### src/rtl/seq_alu_pkg.sv
// Shared encodings for the sequential ALU: operation codes and FSM states.
package seq_alu_pkg;

   localparam logic [1:0] OP_ADD = 2'b00;
   localparam logic [1:0] OP_SUB = 2'b01;
   localparam logic [1:0] OP_MUL = 2'b10;
   localparam logic [1:0] OP_DIV = 2'b11;

   localparam logic [1:0] ST_IDLE = 2'b00;
   localparam logic [1:0] ST_RUN  = 2'b01;
   localparam logic [1:0] ST_DONE = 2'b10;

   typedef logic [1:0] op_t;

endpackage

### src/rtl/seq_alu_div_step.sv
// One restoring-division step: shift the next dividend bit into the partial
// remainder and subtract the divisor when it fits.
module div_step
   import seq_alu_pkg::*;
#(
   parameter int WIDTH = 8
) (
   input  logic [WIDTH-1:0] rem_in,
   input  logic             bit_in,
   input  logic [WIDTH-1:0] divisor,
   output logic [WIDTH-1:0] rem_out,
   output logic             q_bit
);

   logic [WIDTH:0] shifted;
   logic [WIDTH:0] divisor_ext;

   // rem_in < divisor holds on entry, so the restored remainder fits in WIDTH bits
   always_comb begin
      shifted     = {rem_in, bit_in};
      divisor_ext = {1'b0, divisor};
      q_bit       = (shifted >= divisor_ext);
      rem_out     = WIDTH'(q_bit ? (shifted - divisor_ext) : shifted);
   end

endmodule

### src/rtl/seq_alu.sv
// Multi-cycle unsigned ADD/SUB/MUL/DIV with start/done handshake; MUL is
// shift-add and DIV restoring, both one bit per RUN cycle.
module seq_alu
   import seq_alu_pkg::*;
#(
   parameter int WIDTH = 8,
   parameter int CNT_W = $clog2(WIDTH + 1)
) (
   input  logic             clk,
   input  logic             rst,
   input  logic             start,
   input  logic [1:0]       op,
   input  logic [WIDTH-1:0] a,
   input  logic [WIDTH-1:0] b,
   input  logic             carry_in,
   output logic             busy,
   output logic             done,
   output logic [WIDTH-1:0] result_lo,
   output logic [WIDTH-1:0] result_hi,
   output logic             carry_out,
   output logic             err
);

   localparam logic [CNT_W-1:0] CNT_INIT = CNT_W'(WIDTH - 1);

   logic [1:0]       state;
   op_t              op_q;
   logic [WIDTH-1:0] a_q;
   logic [WIDTH-1:0] b_q;
   logic             cin_q;
   logic [CNT_W-1:0] cnt;
   logic [WIDTH-1:0] work_hi;
   logic [WIDTH-1:0] work_lo;

   logic [WIDTH:0]   add_sum;
   logic [WIDTH-1:0] sub_diff;
   logic [WIDTH:0]   mul_sum;
   logic [WIDTH-1:0] mul_hi_n;
   logic [WIDTH-1:0] mul_lo_n;
   logic [WIDTH-1:0] div_rem;
   logic             div_q;
   logic [WIDTH-1:0] div_lo_n;

   // work_hi/work_lo hold {product} for MUL and {remainder, dividend->quotient} for DIV
   div_step #(.WIDTH(WIDTH)) u_div_step (
      .rem_in  (work_hi),
      .bit_in  (work_lo[WIDTH-1]),
      .divisor (b_q),
      .rem_out (div_rem),
      .q_bit   (div_q)
   );

   always_comb begin
      add_sum  = {1'b0, a_q} + {1'b0, b_q} + {{WIDTH{1'b0}}, cin_q};
      sub_diff = a_q - b_q;
      mul_sum  = {1'b0, work_hi} + (work_lo[0] ? {1'b0, a_q} : {(WIDTH+1){1'b0}});
      mul_hi_n = mul_sum[WIDTH:1];
      mul_lo_n = {mul_sum[0], work_lo[WIDTH-1:1]};
      div_lo_n = {work_lo[WIDTH-2:0], div_q};
   end

   assign busy = (state != ST_IDLE);
   assign done = (state == ST_DONE);

   always_ff @(posedge clk) begin
      if (rst) begin
         state     <= ST_IDLE;
         op_q      <= OP_ADD;
         a_q       <= '0;
         b_q       <= '0;
         cin_q     <= 1'b0;
         cnt       <= '0;
         work_hi   <= '0;
         work_lo   <= '0;
         result_lo <= '0;
         result_hi <= '0;
         carry_out <= 1'b0;
         err       <= 1'b0;
      end else begin
         case (state)
            ST_IDLE: begin
               if (start) begin
                  op_q    <= op;
                  a_q     <= a;
                  b_q     <= b;
                  cin_q   <= carry_in;
                  err     <= 1'b0;
                  cnt     <= op[1] ? CNT_INIT : '0;
                  work_hi <= '0;
                  work_lo <= (op == OP_MUL) ? b : a;
                  state   <= ST_RUN;
               end
            end
            ST_RUN: begin
               case (op_q)
                  OP_ADD: begin
                     {carry_out, result_lo} <= add_sum;
                     result_hi <= '0;
                     state     <= ST_DONE;
                  end
                  OP_SUB: begin
                     result_lo <= sub_diff;
                     result_hi <= '0;
                     carry_out <= (a_q < b_q);
                     state     <= ST_DONE;
                  end
                  OP_MUL: begin
                     work_hi <= mul_hi_n;
                     work_lo <= mul_lo_n;
                     if (cnt == '0) begin
                        result_hi <= mul_hi_n;
                        result_lo <= mul_lo_n;
                        carry_out <= 1'b0;
                        state     <= ST_DONE;
                     end else begin
                        cnt <= cnt - CNT_W'(1);
                     end
                  end
                  default: begin
                     if (b_q == '0) begin
                        err       <= 1'b1;
                        result_lo <= '0;
                        result_hi <= a_q;
                        carry_out <= 1'b0;
                        cnt       <= '0;
                        state     <= ST_DONE;
                     end else begin
                        work_hi <= div_rem;
                        work_lo <= div_lo_n;
                        if (cnt == '0) begin
                           result_hi <= div_rem;
                           result_lo <= div_lo_n;
                           carry_out <= 1'b0;
                           state     <= ST_DONE;
                        end else begin
                           cnt <= cnt - CNT_W'(1);
                        end
                     end
                  end
               endcase
            end
            ST_DONE: state <= ST_IDLE;
            default: state <= ST_IDLE;
         endcase
      end
   end

endmodule

### config.mk
export PLATFORM = sky130hd
export DESIGN_NAME = seq_alu
export DESIGN_NICKNAME = d
export VERILOG_FILES = /design/src/rtl/seq_alu_pkg.sv /design/src/rtl/seq_alu_div_step.sv /design/src/rtl/seq_alu.sv
export SDC_FILE = /design/constraint.sdc
export NUM_CORES = 1
export LEC_CHECK = 0
export ABC_AREA = 1
export CORE_ASPECT_RATIO = 0.7
export CORE_MARGIN = 5
export CORE_UTILIZATION = 59
export DETAILED_ROUTE_END_ITERATION = 12
export GPL_ROUTABILITY_DRIVEN = 0
export PLACE_DENSITY = 0.82
export SYNTH_ARGS = -nofsm -noshare
export SYNTH_HDL_FRONTEND = slang
export SYNTH_SLANG_ARGS = --single-unit
### constraint.sdc
create_clock -name clk -period 3.15 [get_ports clk]
set_clock_uncertainty 0.15 [all_clocks]
set_input_delay 0.945 -clock clk [delete_from_list [all_inputs] [get_ports clk]]
set_output_delay 0.945 -clock clk [all_outputs]
set_load 0.01 [all_outputs]
==> metrics.txt <==
ratio of cells with drive above 1 in the final layout 7.55%; GRT Total Usage 31.6%; leakage power total 2.49 nW; overflow left after global routing 0; number of warnings printed during yosys synthesis 0; Routed WL per cell 17.7 µm; Ant. Diodes 0; number of flops mapped to enable cells by yosys 0; Mapped Avg Cell Area 6.46 µm²; Cells after Synth 715; worst-case headroom to the max-slew limit 61.0%; most frequently used flop master after synthesis dfxtp_1; flip-flop and latch count after synthesis 59; switching power total 1.34 mW; R2R Setup Slk 0.52 ns; worst path required time 3.26 ns; type of the most critical hold path reg2reg; area share of the leading cell type in the synthesized netlist 25.6%; share of synthesized area occupied by flip-flops and latches 25.6%; post-synthesis instance area 0.00462 mm²; total clock sinks 59; wire length of the first global-routing pass 24.3 mm; number of CTS-inserted buffers 9; internal power 1.76 mW; hold path startpoint carry_out; hold bufs inserted after CTS 0; count of H-tree levels built during CTS 3; first-pass detailed-route iteration total 7; Cell variety after synth 40; logic gate share of total power 42.8%; switching power as a share of total power 43.1%; number of instances resized during post-cts repair 0; number of endpoints with negative hold slack in the final report 0; number of post-CTS setup repair buffers 0; most area-hungry cell type in the Yosys netlist dfxtp_1; run status completed; transition time at the pin with the least slew margin 0.585 ns; summed negative setup slack over all endpoints 0 ns; category of the worst setup path capture point flip-flop; Post-Syn Nets 774; part of the total power dissipated in sequential elements 30.8%; largest net degree at the start of global routing 38; starting DRC count in detailed routing 939; half-perimeter wire length of the detailed placement result 11.5 mm; part of the power in the clock network 26.4%; filler cell count 675; number of cells traversed by the worst hold path 2; Critical Path AT 2.73 ns; upper clock frequency limit 381 MHz; initial antenna violation count 0; cell count of the worst reg-to-reg path 12; number of vias in the routed layout 5230; RSZ-0062 raised after global routing no; Initial Util 59.7%; number of buffers added on ports 41; overall power of the completed layout 3.10 mW; Final Critical Period 2.63 ns; buffer cell driving the clock tree root clkbuf_8; peak fanout along the critical path 4; number of primary I/O pins 42; Slew Viols, Final 0; total power divided by cell area 583 mW/mm²; Critical Path Source a_q[0]; Worst Setup Path Type reg2reg; area delta synth->final 15.2%; CTS tree built; startpoint kind of the worst setup timing path flip-flop; fraction of the cycle the final worst path needs 83.4%; Final ANT Viol Nets 0; number of failing setup endpoints in the final timing report 0; vias in the first global route 4846; startpoint of the worst register-to-register path a_q[0]; Die Ht 84 µm; Residual DRC 0; share of synthesized flip-flops with an asynchronous set or reset 0%; clock buffer depth 2; vias per cell 6.11; Post-Route WL 15.2 mm; Clk pin slew, worst setup/hold paths 0.08 ns; x dimension of the die 116 µm; leading post-synthesis cells by cell area dfxtp_1 (26%), nand2_1 (12%), ha_1 (8.7%), inv_1 (7.4%), a21oi_1 (6.5%); Std-Cell Core Area 0.00774 mm²; overall die area 0.00972 mm²; number of nets in the layout 809; number of max-cap violations 0; site row count 27; Peak supply drop 0.000360 V; clock latency at the later pin of the worst-skew pair 0.37 ns
per-stage QoR:
stage	util (%)	setup WS (ns)	instance area, µm²	hold WS (ns)	instances
floorplan	-	0.872	4620	0.317	715
global placement	65.8	0.421	5090	0.329	840
detailed placement	65.8	0.298	5090	0.339	840
finish	68.7	0.524	5320	0.352	856
global route	68.7	0.343	5320	0.377	856
CTS	68.7	0.569	5320	0.352	856
area by class of cell:
cell class	count	area, µm²	share of cell area, %
Multi-Input combinational cell	526	2920	54.9
Clock inverter	7	98.8	1.86
Timing Repair Buffer	48	463	8.71
Sequential cell	59	1180	22.2
Tap cell	101	126	2.38
Inverter	106	403	7.58
Clock buffer	9	124	2.33
routing by layer:
layer | wire length, µm | part of all wire [%] | GRT usage (%) | vias up
met5 | 0 | 0 | 0 | -
met4 | 418 | 2.8 | 8.54 | 0
met3 | 2200 | 14 | 9.28 | 58
met2 | 6210 | 41 | 45.6 | 373
met1 | 6360 | 42 | 45.5 | 2347
li1 | - | - | - | 2452
Yosys cell counts (2+ instances only):
library cell  instances
nand3_2               2
o21ai_1              16
buf_2                 5
nand2_1             153
dfxtp_1              59
o211ai_1              4
o21bai_1              3
nor2_1               61
o21ai_0              56
clkbuf_1             17
inv_4                 2
or2_2                 2
a31oi_1               8
buf_6                 2
nor2_4                2
nand2_2               2
inv_2                12
nor2_8                2
inv_1                91
a21oi_1              60
nand3_1              54
fa_1                  5
xor2_1                8
ha_1                 32
nor3_1                4
a211oi_1             11
nand4_1              23
nand3_4               2
nor2_2                5
a22oi_1               2
flip-flops by register name, indices dropped and copies added (netlist names), 4 cells and up:
| name | count |
|---|---|
| a_q | 8 |
| b_q | 8 |
| result_hi | 8 |
| result_lo | 8 |
| work_hi | 8 |
| work_lo | 8 |
| cnt | 4 |
cell usage in the layout, fill, tap and decap left out, types with 2 or more instances in the layout:
| cell | count |
|---|---|
| bufinv_16 | 2 |
| fa_1 | 5 |
| or2_2 | 2 |
| o21ai_0 | 56 |
| nor2_8 | 2 |
| o21bai_1 | 3 |
| xor2_1 | 8 |
| inv_1 | 91 |
| o21ai_1 | 16 |
| nand4_1 | 23 |
| nor2_2 | 5 |
| clkbuf_8 | 9 |
| ha_1 | 32 |
| clkdlybuf4s50_1 | 41 |
| buf_4 | 7 |
| nand2_1 | 153 |
| nand3_2 | 2 |
| a21oi_1 | 60 |
| a31oi_1 | 8 |
| o211ai_1 | 4 |
| inv_4 | 2 |
| inv_2 | 12 |
| nor2_4 | 2 |
| nand3_4 | 2 |
| nand3_1 | 54 |
| nor2_1 | 61 |
| nor3_1 | 4 |
| nand2_2 | 2 |
| a211oi_1 | 11 |
| dfxtp_1 | 59 |
| a22oi_1 | 2 |
| inv_6 | 3 |
path summary, 6_finish.rpt:
kind / to
setup / recovery: result_hi[3]
hold / removal: carry_out
setup reg to reg: result_hi[3]
hold reg to reg: carry_out
logic make-up (layout without fill, tap and decap cells):
family | after synthesis | count (layout) | synth area share (%)
simple gates | 316 | 316 | 31.4
compound gates | 165 | 165 | 19.5
buf+inv | 130 | 170 | 11.1
flops | 59 | 59 | 25.6
fa+ha+maj | 37 | 37 | 10.8
xor+xnor | 8 | 8 | 1.52
worst max-delay path, stage by stage, from the launching register on:
cell and delay (ns):
dfxtp_1 0.49, nand2_1 0.09, inv_1 0.07, ha_1 0.22
inv_1 0.07, fa_1 0.36, inv_1 0.12, a21oi_1 0.08
o21ai_0 0.29, xor2_1 0.25, nor2_1 0.08, nor2_1 0.18
a21oi_1 0.08
power groups by stage:
stage          sequential [mW]  clock, mW  combinational (mW)
6_report                 0.956      0.818                1.33
5_1_grt                  0.964      0.852                1.46
4_1_cts                  0.949      0.815                1.29
3_5_place_dp             0.964          0                1.28
3_3_place_gp             0.960          0                1.24
2_1_floorplan            0.950          0               0.900
(Power assumes the default switching activity.)
